==> src/rtl/writeback_stage.sv <==
// writeback_stage
//
// Merges ALU and load/store results onto the register file's single write port.
// ALU results go straight to the registered write outputs; load results are
// queued in a small FIFO so a stalled load never holds up the ALU. The FIFO head
// gets priority only when the FIFO is full. Writes to x0 are accepted but never
// strobed, since the register file does not protect x0.
//
// Optional build macro:
//   WB_LSU_BYPASS_EN - a load accepted while the FIFO is empty and no ALU result
//                      is accepted in the same cycle skips the FIFO and is
//                      written with 1-cycle latency.
//
// Ports:
//   clock, reset_n                      clock, async active-low reset
//   alu_valid/alu_ready/alu_rd/alu_data ALU result handshake and payload
//   lsu_valid/lsu_ready/lsu_rd/lsu_data load result handshake and payload
//   write_register/write_data/write_enable registered register-file write port
//   lsu_count                           load FIFO occupancy
//   busy                                FIFO non-empty or a write in flight

module writeback_stage #(
  parameter int unsigned DATA_WIDTH = 32,
  parameter int unsigned ADDR_WIDTH = 5,
  parameter int unsigned LSU_DEPTH  = 4
) (
  input  logic                         clock,
  input  logic                         reset_n,
  input  logic                         alu_valid,
  output logic                         alu_ready,
  input  logic [ADDR_WIDTH-1:0]        alu_rd,
  input  logic [DATA_WIDTH-1:0]        alu_data,
  input  logic                         lsu_valid,
  output logic                         lsu_ready,
  input  logic [ADDR_WIDTH-1:0]        lsu_rd,
  input  logic [DATA_WIDTH-1:0]        lsu_data,
  output logic [ADDR_WIDTH-1:0]        write_register,
  output logic [DATA_WIDTH-1:0]        write_data,
  output logic                         write_enable,
  output logic [$clog2(LSU_DEPTH):0]   lsu_count,
  output logic                         busy
);

  localparam int unsigned PtrW = $clog2(LSU_DEPTH);
  localparam int unsigned CntW = PtrW + 1;
  localparam logic [CntW-1:0] CountFull = CntW'(LSU_DEPTH);

  logic [ADDR_WIDTH-1:0] rd_mem   [LSU_DEPTH];
  logic [DATA_WIDTH-1:0] data_mem [LSU_DEPTH];

  logic [PtrW-1:0]       wr_ptr_q, wr_ptr_d;
  logic [PtrW-1:0]       rd_ptr_q, rd_ptr_d;
  logic [CntW-1:0]       count_q, count_d;
  logic [ADDR_WIDTH-1:0] wreg_q, wreg_d;
  logic [DATA_WIDTH-1:0] wdata_q, wdata_d;
  logic                  we_q, we_d;

  logic full, empty;
  logic alu_hs, lsu_hs;
  logic bypass, push, pop;

  assign full  = (count_q == CountFull);
  assign empty = (count_q == '0);

  // Readiness is gated by reset so nothing is accepted while reset is held.
  assign alu_ready = reset_n & ~full;
  assign lsu_ready = reset_n & ~full;

  assign alu_hs = alu_valid & alu_ready;
  assign lsu_hs = lsu_valid & lsu_ready;

`ifdef WB_LSU_BYPASS_EN
  assign bypass = lsu_hs & empty & ~alu_hs;
`else
  assign bypass = 1'b0;
`endif

  assign push = lsu_hs & ~bypass;
  // When full, alu_ready is low so alu_hs is 0 and the head always drains.
  assign pop  = ~empty & ~alu_hs;

  always_comb begin
    wr_ptr_d = wr_ptr_q;
    rd_ptr_d = rd_ptr_q;
    count_d  = count_q;
    if (push) wr_ptr_d = wr_ptr_q + PtrW'(1);
    if (pop)  rd_ptr_d = rd_ptr_q + PtrW'(1);
    unique case ({push, pop})
      2'b10:   count_d = count_q + CntW'(1);
      2'b01:   count_d = count_q - CntW'(1);
      default: count_d = count_q;
    endcase
  end

  always_comb begin
    wreg_d  = wreg_q;
    wdata_d = wdata_q;
    we_d    = 1'b0;
    if (alu_hs) begin
      wreg_d  = alu_rd;
      wdata_d = alu_data;
      we_d    = (alu_rd != '0);
    end else if (pop) begin
      wreg_d  = rd_mem[rd_ptr_q];
      wdata_d = data_mem[rd_ptr_q];
      we_d    = (rd_mem[rd_ptr_q] != '0);
    end else if (bypass) begin
      wreg_d  = lsu_rd;
      wdata_d = lsu_data;
      we_d    = (lsu_rd != '0);
    end
  end

  always_ff @(posedge clock or negedge reset_n) begin
    if (!reset_n) begin
      wr_ptr_q <= '0;
      rd_ptr_q <= '0;
      count_q  <= '0;
      wreg_q   <= '0;
      wdata_q  <= '0;
      we_q     <= 1'b0;
    end else begin
      wr_ptr_q <= wr_ptr_d;
      rd_ptr_q <= rd_ptr_d;
      count_q  <= count_d;
      wreg_q   <= wreg_d;
      wdata_q  <= wdata_d;
      we_q     <= we_d;
    end
  end

  // Storage needs no reset: occupancy alone decides what is valid.
  always_ff @(posedge clock) begin
    if (push) begin
      rd_mem[wr_ptr_q]   <= lsu_rd;
      data_mem[wr_ptr_q] <= lsu_data;
    end
  end

  assign write_register = wreg_q;
  assign write_data     = wdata_q;
  assign write_enable   = we_q;
  assign lsu_count      = count_q;
  assign busy           = ~empty | we_q;

endmodule

==> config.mk <==
export PLATFORM = sky130hd
export DESIGN_NAME = writeback_stage
export DESIGN_NICKNAME = d
export VERILOG_FILES = /design/src/rtl/writeback_stage.sv
export SDC_FILE = /design/constraint.sdc
export NUM_CORES = 1
export LEC_CHECK = 0
export ABC_CLOCK_PERIOD_IN_PS = 3100
export BUFFER_PORTS_ARGS = -buffer_cell sky130_fd_sc_hd__buf_2
export CAP_MARGIN = 30
export CORE_UTILIZATION = 42
export CTS_CLUSTER_SIZE = 14
export DETAILED_ROUTE_END_ITERATION = 10
export PLACE_DENSITY = 0.71
export SYNTH_ARGS = -nofsm -noshare
export SYNTH_HDL_FRONTEND = slang
export SYNTH_SLANG_ARGS = --single-unit
==> constraint.sdc <==
create_clock -name clock -period 3.1 [get_ports clock]
set_input_delay 0.465 -clock clock [delete_from_list [all_inputs] [get_ports clock]]
set_output_delay 0.465 -clock clock [all_outputs]
set_load 0.03 [all_outputs]
[Word-level counts from Yosys, hierarchy flattened]
Memory sizes are Yosys's and may differ from the RTL's.
Index checks and enable logic that the tools add are counted.
Storage, ports and cells
  bits in read-only memories: 0
  output and inout port bits: 44
  input port bits: 78
  memories kept: 2
  bits in latches: 0
  register bits after elaboration: 45
  bits in writable memories: 148
  word-level logic and storage cells: 37
Memories
  data_mem: depth 4, width 32, read ports 1, clocked after Yosys merged registers in 0, wr ports 1, line 49  | logic [DATA_WIDTH-1:0] data_mem [LSU_DEPTH];
  rd_mem: depth 4, width 5, read ports 1, clocked after Yosys merged registers in 0, wr ports 1, line 48  | logic [ADDR_WIDTH-1:0] rd_mem [LSU_DEPTH];
Operators by class
  add/sub/neg operators: 4
  multipliers: 0
  reductions and logical operators: 5
  muxes and demuxes: 9
  shifts and indexed selects: 0
  $lt $le $gt $ge: 0
  divide/modulo/power cells: 0
  bitwise logic cells: 8
  eq/ne operators: 3
Operators by type and width (number)
  32-bit two-way mux: 2
  5-bit two-way mux: 2
  5-bit nonzero test: 2
  3-bit case mux with 2 select lines: 1
  2-bit by 1-bit adder with 2-bit output (second input constant): 2
  1-bit AND: 4
  1-bit two-way mux: 4
  2-bit nonzero test: 2
  3-bit by 1-bit adder with 3-bit output (second input constant): 1
  3-bit equality test (second input constant): 1
  3-bit logical NOT: 1
  1-bit inverter: 3
  3-bit by 1-bit subtractor with 3-bit output (second input constant): 1
  2-bit by 1-bit equality test with 1-bit output (second input constant): 1
  2-bit equality test (second input constant): 1
  1-bit OR: 1

[Depth between registers and ports, before layout]
  word-level depth: 8
  depth in mapped cells: 10
  gate-level depth less buffers: 10

[Least setup slack after synthesis]
Ideal clock, no wire load.
  kind: flip-flop to flip-flop
  start point: register count_q[0] (netlist: lsu_count[0])
  end point: memory data_mem[0][0] (enable)
  data arrival time: 2034 ps
  buffers on the path: 1
  stages on the path, launching flop included: 5
  required time: 2702 ps
  clock period less this slack: 2431 ps
  path slack: 669 ps
  library setup time: 398 ps
  cell sequence: dfrtp_1 -> or3b_1 -> and3_1 -> clkbuf_1 -> and2_1
Between the ends
  cells in the longest elaborated chain, start to end: 6
Ends and longest elaborated chain
  from (decl): line 53  | logic [CntW-1:0] count_q, count_d;
  from (signal assigned): line 125  | count_q <= count_d;
  3-bit equality test: line 62  | assign full = (count_q == CountFull);
  1-bit inverter: line 67  | assign lsu_ready = reset_n & ~full;
  1-bit AND: line 67
  1-bit AND: line 70  | assign lsu_hs = lsu_valid & lsu_ready;
  1-bit two-way mux: line 134  | if (push) begin
  1-bit two-way mux (not written as such): line 136  | data_mem[wr_ptr_q] <= lsu_data;
  to (decl): line 49
No other way between the ends.

[Worst setup path after layout]
  start point: register count_q[1] (netlist: lsu_count[1])
  end point: output port busy
Between the ends
  cells in the longest elaborated chain, start to end: 3
Ends and longest elaborated chain
  3-bit logical NOT: line 63  | assign empty = (count_q == '0);
  1-bit inverter: line 144  | assign busy = ~empty | we_q;
  1-bit OR: line 144
  to (decl): line 41  | output logic busy
No other way between the ends.

==> flow_summary.json <==
{
  "ff_latch_area_sq_mm": 0.00558,
  "cpPeakStageDelay_ns": 0.62,
  "die_width_microns": 136,
  "fp.dieH_microns": 136,
  "max-slew-margin-rel_pct": 46.8,
  "cts_buffers": 17,
  "tns_ns": 0,
  "place_inst": 738,
  "htree_levels": 4,
  "timing_worst_slew_pin_value_ns": 0.798,
  "synth_area_per_cell_sq_um": 18.6,
  "yosysWarningCount": 0,
  "hold_path.class": "input pin to asynchronous set/reset pin",
  "port_buffers": 121,
  "r2r_end": "lsu_count[2]",
  "multi_input_area_sq_mm": 0.00181,
  "cts_tree": "yes",
  "finalSetupViolCount": 0,
  "drive_gt1_share_pct": 38.2,
  "slew_violations": 0,
  "nNetsFinal": 616,
  "fin_crit_ns": 2.49,
  "cts_root_buf": "clkbuf_16",
  "fin_area_sq_mm": 0.00905,
  "synth_seq_cells": 193,
  "clk-insertion-delay-late_ns": 0.43,
  "clkTransAtPathRegs_ns": 0.07,
  "crit_path_cell_trace": "nor3_2, buf_4, nand2b_1, buf_2",
  "synth_cells": 403,
  "ant_nets": 0,
  "first_iter_violations": 239,
  "peakVddDrop_v": 0.000653,
  "status": "finished, final reports clean",
  "coreArea_sq_mm": 0.0174,
  "synth.area.top_cells": "edfxtp_1 (59%), dfrtp_1 (15%), mux4_2 (11%)",
  "critical_path_required_ns": 2.63,
  "nFillCells": 1385,
  "p_leak_nw": 3.30,
  "postLayoutSetupSlackWorst_ns": 0.608,
  "critPathLaunchType": "register",
  "num_io_pins": 122,
  "antennaDiodeCount": 0,
  "holdBufCountCts": 0,
  "timing_hold_violations_final": 0,
  "grt_use_total_pct": 16.5,
  "crit_type": "register to output port",
  "reg2reg_from": "lsu_count[1]",
  "synth_cell_types": 28,
  "final_core_util_pct": 52.2,
  "cts.sinks": 193,
  "timing.final.crit_share_pct": 80.4,
  "die-area_sq_mm": 0.0184,
  "finalWeightedCongestion": 0.723,
  "busiest_layer": "met2",
  "post_drt_wl_per_cell_microns": 18.3,
  "syn_to_final_growth_pct": 20.5,
  "rows": 48,
  "met3_usage_pct": 4.26,
  "dr.pass1.iters": 4,
  "cts_resized": 0,
  "drt-total-wl_microns": 14100,
  "via_per_inst": 5.10,
  "synth_area_leader_cell": "edfxtp_1",
  "clock_path_buffers": 2,
  "whs_ns": 0.103,
  "grt.met2_usage_pct": 27.7,
  "vias": 3924,
  "syn_area_sq_mm": 0.00751,
  "yosysTopAreaCellShare_pct": 59.2,
  "finClkSkew_ns": 0.00769,
  "power_density_mw_per_mm2": 950,
  "dp_hpwl_microns": 9380,
  "yosysSeqAreaShare_pct": 74.1,
  "grt_pass1_wl_microns": 21900,
  "worstPathArrival_ns": 2.03,
  "antenna_found_initial": 2,
  "critPathMaxFanout": 39,
  "grt-ovfl-total": 0,
  "use_met1_pct": 20.5,
  "postCtsSetupBuffers": 0,
  "power_mw": 8.60,
  "dpl_cell_area_sq_mm": 0.00844,
  "crit_path_end_kind": "output port",
  "drv_cap": 0,
  "stdcell_count": 770,
  "grt_max_degree": 78,
  "rsz0062_at_grt": "no",
  "max_freq_mhz": 401,
  "timing.reg2reg.setup_slack_ns": 0.69,
  "start_util_pct": 43.3,
  "grt_pass1_vias": 4029,
  "place_ws_ns": 0.701,
  "drcViolationCount": 0,
  "syn-num-nets": 487,
  "rr_worst_depth": 9,
  "critPathSlowestCell": "buf_4"
}
-- worst max path at each step --
stage / endpoint / cells after the start / slack (ns) / from
detailed placement: lsu_count[2] / 9 / 0.70 / lsu_count[1]
CTS: busy / 4 / 0.58 / lsu_count[1]
global placement: lsu_count[2] / 9 / 0.80 / lsu_count[0]
global route: busy / 4 / 0.46 / lsu_count[1]
finish: busy / 4 / 0.61 / lsu_count[1]
floorplan: data_mem[0][0] / 4 / 0.67 / lsu_count[0]
-- area by class of cell --
cell class                 instances  share of cell area, %
sequential                       193                   61.6
tap                              225                   3.11
timing repair buffer             132                   8.15
inverter                           8                  0.332
clock buffer                      20                   5.04
clock inverter                    12                   1.73
multi-input combinational        180                   20.0
-- kinds of logic after synthesis --
logic type / Yosys count / synth area share, %
adders and majority gates: 6 / 1.10
DFF: 193 / 74.1
muxes: 75 / 16.2
buffers and inverters: 30 / 2.02
xor gates and xnor gates: 6 / 0.699
and+or+nand+nor: 53 / 3.15
AOI/OAI and AO/OA: 40 / 2.75
-- worst max-delay path, delay by kind of cell (launching register included) --
kind                   cells  cell delay [ns]
and+or+nand+nor            2             0.33
buffers and inverters      2             0.82
DFF                        1             0.43
-- report_power, final --
group	leakage, nW	internal (mW)	switching (mW)	total, mW
registers	1.86	3.32	0.360	3.68
logic	1.16	1.17	1.53	2.70
clock network	0.289	1.31	0.912	2.23
total	3.30	5.80	2.80	8.60
-- metal layers --
layer / share of wire [%] / up-vias / wire, microns
met5: 0.16 / - / 22
met1: 42 / 1979 / 5890
li1: - / 1819 / -
met4: 1.4 / 4 / 201
met2: 52 / 99 / 7310
met3: 4.7 / 23 / 664
-- cells in the final DEF (no fill, tap or decap), drive strengths merged, types with 2 or more instances in the layout --
cell type  Yosys  routed
a21oi         37      37
nor2          38      38
dfrtp         45      45
inv            8      10
clkinv         0       3
xnor2          4       4
clkinvlp       0       4
buf           20     132
ha             5       5
xor2           2       2
mux4          37      37
mux2i         38      38
bufinv         0       3
clkbuf         2      20
and2           5       5
edfxtp       148     148
nand2b         2       2
-- state kept, by name (all words and copies together) (netlist names) --
register	count
data_mem	128
lsu_count	3
rd_mem	20
rd_ptr_q	2
wr_ptr_q	2
write_data	32
write_enable	1
write_register	5
-- Yosys cell counts, drive strengths merged --
master and number:
edfxtp 148, dfrtp 45, mux2i 38, nor2 38, a21oi 37, mux4 37
buf 20, inv 8, and2 5, ha 5, xnor2 4, clkbuf 2
nand2b 2, xor2 2, a32oi 1, and3 1, fa 1, nand2 1
nand3 1, nand3b 1, nor3 1, nor4 1, o21ai 1, o21bai 1
or3b 1, or4 1
Power figures use the tool's default switching activity.
